**src/rtl/hex_capture_pkg.sv**
```systemverilog
// +--------------------------------------------------------------------+
// | hex_capture_pkg : glyph table, sampler states, enable-bus helpers   |
// | Revision 1.0                                                        |
// +--------------------------------------------------------------------+
`default_nettype none

package hex_capture_pkg;

    typedef enum logic [1:0] {
        ST_IDLE  = 2'd0,
        ST_COUNT = 2'd1,
        ST_HOLD  = 2'd2
    } state_t;

    // Active-low segment patterns (bit6=g .. bit0=a); element k is the glyph for nibble k.
    localparam logic [15:0][6:0] SEG_GLYPHS = {
        7'b0001110,  // F
        7'b0000110,  // E
        7'b0100001,  // d
        7'b1000110,  // C
        7'b0000011,  // b
        7'b0001000,  // A
        7'b0010000,  // 9
        7'b0000000,  // 8
        7'b1111000,  // 7
        7'b0000010,  // 6
        7'b0010010,  // 5
        7'b0011001,  // 4
        7'b0110000,  // 3
        7'b0100100,  // 2
        7'b1111001,  // 1
        7'b1000000   // 0
    };

    function automatic logic [3:0] count_low(input logic [7:0] en_n);
        logic [3:0] n;
        n = '0;
        for (int k = 0; k < 8; k++) begin
            n = n + {3'b000, ~en_n[k]};
        end
        return n;
    endfunction

    function automatic logic [2:0] low_index(input logic [7:0] en_n);
        logic [2:0] idx;
        idx = '0;
        for (int k = 7; k >= 0; k--) begin
            if (!en_n[k]) begin
                idx = 3'(k);
            end
        end
        return idx;
    endfunction

endpackage

`default_nettype wire

```
**src/rtl/hex_capture_seg_decode.sv**
```systemverilog
// +--------------------------------------------------------------------+
// | seg_decode : combinational 7-segment pattern to nibble lookup       |
// | Revision 1.0                                                        |
// +--------------------------------------------------------------------+
`default_nettype none

module seg_decode
    import hex_capture_pkg::*;
(
    input  logic [6:0] seg,
    output logic [3:0] nibble,
    output logic       hit
);

    always_comb begin
        nibble = '0;
        hit    = 1'b0;
        for (int k = 0; k < 16; k++) begin
            if (seg == SEG_GLYPHS[k]) begin
                nibble = 4'(k);
                hit    = 1'b1;
            end
        end
    end

endmodule

`default_nettype wire

```
**src/rtl/hex_capture.sv**
```systemverilog
// +--------------------------------------------------------------------+
// | hex_capture : captures multiplexed 7-segment digits into nibbles    |
// | Revision 1.0                                                        |
// +--------------------------------------------------------------------+
`default_nettype none

module hex_capture
    import hex_capture_pkg::*;
#(
    parameter int STABLE_CYCLES = 4,
    parameter int TIMEOUT       = 1000000
) (
    input  logic        clk,
    input  logic        rst_n,
    input  logic [6:0]  hex,
    input  logic [7:0]  hex_on,
    output logic [31:0] digits,
    output logic [7:0]  digit_valid,
    output logic [7:0]  digit_err,
    output logic        upd,
    output logic [2:0]  upd_idx,
    output logic        collision
);

    localparam logic [7:0]  STABLE_TARGET = 8'(STABLE_CYCLES);
    localparam logic [23:0] AGE_LIMIT     = 24'(TIMEOUT);

    logic [6:0] hex_meta, hex_sync, hex_prev;
    logic [7:0] on_meta, on_sync, on_prev;
    logic       multi_prev;

    always_ff @(posedge clk) begin
        if (!rst_n) begin
            hex_meta <= 7'h7F;
            hex_sync <= 7'h7F;
            hex_prev <= 7'h7F;
            on_meta  <= 8'hFF;
            on_sync  <= 8'hFF;
            on_prev  <= 8'hFF;
        end else begin
            hex_meta <= hex;
            hex_sync <= hex_meta;
            hex_prev <= hex_sync;
            on_meta  <= hex_on;
            on_sync  <= on_meta;
            on_prev  <= on_sync;
        end
    end

    logic [3:0] low_cnt;
    logic       one_low;
    logic       multi_low;
    logic       changed;
    logic [2:0] cap_idx;

    assign low_cnt   = count_low(on_sync);
    assign one_low   = (low_cnt == 4'd1);
    assign multi_low = (low_cnt >= 4'd2);
    assign changed   = (hex_sync != hex_prev) || (on_sync != on_prev);
    assign cap_idx   = low_index(on_sync);

    state_t     state, state_next;
    logic [7:0] stab_cnt, stab_next;
    logic       capture;

    always_ff @(posedge clk) begin
        if (!rst_n) begin
            state    <= ST_IDLE;
            stab_cnt <= '0;
        end else begin
            state    <= state_next;
            stab_cnt <= stab_next;
        end
    end

    always_comb begin
        state_next = state;
        stab_next  = stab_cnt;
        capture    = 1'b0;
        case (state)
            ST_IDLE: begin
                if (one_low) begin
                    state_next = ST_COUNT;
                    stab_next  = 8'd1;
                end
            end
            ST_COUNT: begin
                if (changed) begin
                    if (one_low) begin
                        stab_next = 8'd1;
                    end else begin
                        state_next = ST_IDLE;
                        stab_next  = '0;
                    end
                end else begin
                    stab_next = stab_cnt + 8'd1;
                    if (stab_next == STABLE_TARGET) begin
                        capture    = 1'b1;
                        state_next = ST_HOLD;
                    end
                end
            end
            ST_HOLD: begin
                if (changed) begin
                    if (one_low) begin
                        state_next = ST_COUNT;
                        stab_next  = 8'd1;
                    end else begin
                        state_next = ST_IDLE;
                        stab_next  = '0;
                    end
                end
            end
            default: begin
                state_next = ST_IDLE;
                stab_next  = '0;
            end
        endcase
    end

    logic [3:0] dec_nibble;
    logic       dec_hit;

    seg_decode u_seg_decode (
        .seg    (hex_sync),
        .nibble (dec_nibble),
        .hit    (dec_hit)
    );

    // timeout_hit fires once, on the cycle the age counter steps onto AGE_LIMIT.
    logic [7:0] timeout_hit;

    for (genvar g = 0; g < 8; g++) begin : g_age
        logic [23:0] age;

        always_ff @(posedge clk) begin
            if (!rst_n) begin
                age <= '0;
            end else if (capture && (cap_idx == 3'(g))) begin
                age <= '0;
            end else if (age != AGE_LIMIT) begin
                age <= age + 24'd1;
            end
        end

        assign timeout_hit[g] = (age == AGE_LIMIT - 24'd1);
    end

    always_ff @(posedge clk) begin
        if (!rst_n) begin
            digits      <= '0;
            digit_valid <= '0;
            digit_err   <= '0;
            upd         <= 1'b0;
            upd_idx     <= '0;
            collision   <= 1'b0;
            multi_prev  <= 1'b0;
        end else begin
            upd        <= capture;
            collision  <= multi_low && !multi_prev;
            multi_prev <= multi_low;
            for (int k = 0; k < 8; k++) begin
                if (timeout_hit[k]) begin
                    digit_valid[k] <= 1'b0;
                end
            end
            // Placed after the timeout loop so a same-cycle capture overrides it.
            if (capture) begin
                upd_idx <= cap_idx;
                if (dec_hit) begin
                    digits[{cap_idx, 2'b00} +: 4] <= dec_nibble;
                    digit_valid[cap_idx]          <= 1'b1;
                    digit_err[cap_idx]            <= 1'b0;
                end else begin
                    digit_valid[cap_idx] <= 1'b0;
                    digit_err[cap_idx]   <= 1'b1;
                end
            end
        end
    end

endmodule

`default_nettype wire

```
**config.mk**
```make
export PLATFORM = sky130hd
export DESIGN_NAME = hex_capture
export DESIGN_NICKNAME = d
export VERILOG_FILES = /design/src/rtl/hex_capture_pkg.sv /design/src/rtl/hex_capture_seg_decode.sv /design/src/rtl/hex_capture.sv
export SDC_FILE = /design/constraint.sdc
export NUM_CORES = 1
export LEC_CHECK = 0
export ABC_AREA = 1
export ABC_CLOCK_PERIOD_IN_PS = 4400
export CAP_MARGIN = 20
export CORE_MARGIN = 1.5
export CORE_UTILIZATION = 25
export DETAILED_ROUTE_END_ITERATION = 10
export GPL_ROUTABILITY_DRIVEN = 0
export PLACE_DENSITY = 0.51
export SLEW_MARGIN = 15
export SYNTH_ARGS = -nofsm -noshare
export SYNTH_HDL_FRONTEND = slang
export SYNTH_SLANG_ARGS = --single-unit
```
**constraint.sdc**
```tcl
create_clock -name clk -period 4.4 [get_ports clk]
set_clock_uncertainty 0.1 [all_clocks]
set_input_delay 0.44 -clock clk [delete_from_list [all_inputs] [get_ports clk]]
set_output_delay 0.44 -clock clk [all_outputs]
set_load 0.01 [all_outputs]
```
==> impl_summary.md <==
Run status
The run finished with clean final reports.

Setup path
The origin of the worst setup path is on_sync[0]. The worst register-to-register path begins at on_sync[0]. The highest cell delay on the worst timing path is 0.55 ns. The worst endpoint data arrival time is 4.19 ns. Walking the worst path, the cells encountered are inv_2 -> fa_1 -> fa_1 -> fa_1 -> ha_1 -> inv_1 -> fa_1 -> inv_1 -> nand4_1 -> o21ai_0 -> nand3_1 -> nand3_1 -> o21ai_2 -> inv_1 -> nand3_1 -> nand3_1 -> o21ai_0. The slowest stage of the critical path is the sky130_fd_sc_hd__fa_1 cell. The setup path with the least slack is of type flip-flop to flip-flop. Data on the critical path is required at its endpoint by 4.70 ns.

The capturing element type of the critical path is a flip-flop. STA classifies the critical path startpoint as a flip-flop. The critical-path maximum fanout is 12.

Hold path
The class of the tightest hold or removal check is flip-flop to flip-flop. The worst hold path begins at multi_prev.

Final layout
The layout net count is 2235. After routing the design area is 17400 sq um. Cells with a size suffix above 1 make up 6.81% of the layout. The number of antenna diodes in the final layout is 0. The area growth from synthesis to layout is 18.2%. The most common library cell in the layout ignoring fill and taps is sky130_fd_sc_hd__nand2_1. The final cell count without fillers is 2968.

Leaving out fill and tap cells, the most frequent cells in the layout are 484 x sky130_fd_sc_hd__nand2_1, 330 x sky130_fd_sc_hd__nor2_1, 301 x sky130_fd_sc_hd__dfxtp_1, 271 x sky130_fd_sc_hd__inv_1, 133 x sky130_fd_sc_hd__nand3_1.

Synth
In this run the cell area of the synthesized design comes to 14700 sq um. After synthesis, the share of flip-flops with an asynchronous set or reset is 0%. A synthesized cell averages 6.98 sq um. The most used flip-flop cell after synthesis is sky130_fd_sc_hd__dfxtp_1. After synthesis, the share of cell area in mux cells is 0%.

The synthesized netlist net count is 2156. The total number of yosys warnings is 0. The sequential cell area fraction in the yosys report is 41.0%.

Synthesis produced 2108 cells. The xor and xnor fraction of the mapped netlist area is 5.18%. The number of synthesized register bits is 301. The adder-cell share of the synthesized area is 2.84%. The simple-gate portion of the synthesized area is 37.4%. Summing the areas of all compound-gate instances in the mapped netlist gives 5.32% of the synthesized area. The main combinational cell family by area after synthesis is simple AND/OR/NAND/NOR gates. The synthesized netlist contains 40 unique library cells. The count of flip-flops with a built-in enable after synthesis is 0.

Job
Across the run, the number of max-cap violations was 0.

Global routing
After global routing the overflow that remains totals 0. The number of global-route vias before repair is 12547. The overall track demand over capacity in global routing is 12.1%. The number of antenna violations at the first check in global routing is 0.

The first global-routing pass estimated 60700 um of wire. The largest net degree at the start of global routing is 36.

Placed design
The placement-stage cell area is 16200 sq um. The number of placed instances, taps included is 2912. The HPWL after detailed placement is 26700 um. Buffers placed on the I/O ports in this run total 69. The post-placement setup slack is 0.477 ns.

Clock network
After clock tree synthesis, the clock-pin slew on the worst setup and hold paths is 0.06 ns. The clock tree from TritonCTS is yes. The master cell of the clock root buffer is sky130_fd_sc_hd__clkbuf_16. The depth of the CTS H-tree is 2. The later-pin clock latency in the skew report is 0.54 ns. Once the clock tree was built, the resizer swapped 0 gates to a different size. Counting every sink on the clock net gives 301. The number of setup buffers added after CTS is 0. TritonCTS created 37 clock buffers. In this run the deepest clock path goes through 3 buffers. After clock tree synthesis, the flow added hold-fix buffers numbering 0.

Floorplanning
The die covers 60300 sq um. The number of top-level pins is 70. The horizontal die dimension is 246 um. The initial utilization of the core area, before any placement, comes to 25.4%. The placeable core area is 57900 sq um. Row generation in the floorplan step produced 88 rows. The height of the die is 246 um.

STA
The ratio of final minimum period to clock period is 88.4%. The achievable clock frequency is 257 MHz. The worst setup slack after layout is 0.509 ns.

The worst path needs 3.89 ns of the cycle, external delays included. Setup violations remaining at the end of the flow were counted as 0. Setup repair after global routing left no endpoint under its margin. The headroom to the max-slew limit is 29.3%. Hold is met by 0.293 ns. The final max-slew violation count is 0. Summed over all failing endpoints, the final setup total negative slack is 0 ns. The worst-margin pin slew is 1.06 ns.

The count of final hold-check violations is 0.

Routing
Summed over all layers, the routed wires come to 35900 um. The number of DRC markers after the initial detailed-route iteration is 572. The via count of the routed design is 12992.

The number of nets with antenna violations after routing is 0. The first detailed-routing pass took 6 iterations. The wire length per cell after detailed routing is 12.1 um. Using the TritonRoute via totals, the vias-per-cell ratio works out to 4.38.

The post-detailed-route DRC marker count is 0.

Power
The static power due to leakage is 6.88 nW. The power density of the placed cells is 357 nW/um^2. The worst-case vdd ir drop is 0.234 mV.
==> per-stage QoR <==
step | total power [W] | utilization (%)
floorplan | 0.00319 | -
global placement | 0.00329 | 28.0
detailed placement | 0.00330 | 28.0
CTS | 0.00632 | 30.0
global route | 0.00649 | 30.0
finish | 0.00620 | 30.0
==> per-layer routing <==
metal  share of wire [%]  global-route usage (%)  up-vias
met3                 6.2                    3.49       53
met4                 1.9                    3.48        0
met1                  48                    15.6     5865
li1                    -                       -     6865
met5                   0                       0        -
met2                  43                    19.4      209
==> cells by family after synthesis <==
kind of cell	count (synthesis)
adders and majority gates	31
DFF	301
AOI/OAI and AO/OA	147
xor gates and xnor gates	87
buffers and inverters	316
and+or+nand+nor	1226
==> worst max-delay path, delay by kind of cell (launching register included) <==
family | cells | cell delay, ns
adders and majority gates | 5 | 1.98
and+or+nand+nor | 5 | 0.50
buffers and inverters | 4 | 0.47
DFF | 1 | 0.39
AOI/OAI and AO/OA | 3 | 0.30
==> final timing paths <==
check	slack, ns	end	cells past startpoint
setup / recovery	0.51	state[1]	17
hold / removal	0.29	collision	1
setup reg to reg	0.51	state[1]	17
hold reg to reg	0.29	collision	1
==> cell usage after synthesis, types with 11 or more instances <==
library cell / count / area [sq um]
sky130_fd_sc_hd__or2_2: 61 / 382
sky130_fd_sc_hd__nand4_1: 78 / 488
sky130_fd_sc_hd__clkbuf_1: 11 / 41.3
sky130_fd_sc_hd__a21oi_1: 103 / 515
sky130_fd_sc_hd__nor3b_1: 23 / 173
sky130_fd_sc_hd__nor4_1: 27 / 169
sky130_fd_sc_hd__ha_1: 27 / 338
sky130_fd_sc_hd__nand3_1: 133 / 666
sky130_fd_sc_hd__inv_1: 271 / 1020
sky130_fd_sc_hd__nand2_1: 484 / 1820
sky130_fd_sc_hd__o21ai_0: 28 / 140
sky130_fd_sc_hd__nor3_1: 68 / 340
sky130_fd_sc_hd__nor2_1: 330 / 1240
sky130_fd_sc_hd__xor2_1: 64 / 561
sky130_fd_sc_hd__xnor2_1: 23 / 201
sky130_fd_sc_hd__buf_2: 14 / 70.1
sky130_fd_sc_hd__dfxtp_1: 301 / 6030
==> sequential cells by signal, summed over array words and instances (netlist names), named ones only <==
register	flops
collision	1
digit_valid	8
digits	32
g_age.age	192
hex_meta	7
hex_prev	7
hex_sync	7
multi_prev	1
on_meta	8
on_prev	8
on_sync	8
stab_cnt	8
state	2
upd	1
upd_idx	3
==> report_power, final <==
group / internal (W) / leakage (nW) / switching [W] / total, W
sequential: 0.00279 / 2.44 / 0.0000602 / 0.00285
clock: 0.00181 / 0.565 / 0.00115 / 0.00296
combinational: 0.000127 / 3.87 / 0.000264 / 0.000391
total: 0.00473 / 6.88 / 0.00148 / 0.00620
==> layout make-up <==
type / instances / area [sq um]
Clock buffer: 52 / 1080
Clock inverter: 3 / 68.8
Fill cell: 6325 / 40500
Inverter: 282 / 1060
Multi-Input combinational cell: 1491 / 7470
Sequential cell: 301 / 6030
Tap cell: 765 / 957
Timing Repair Buffer: 74 / 727
(Power assumes the default switching activity.)
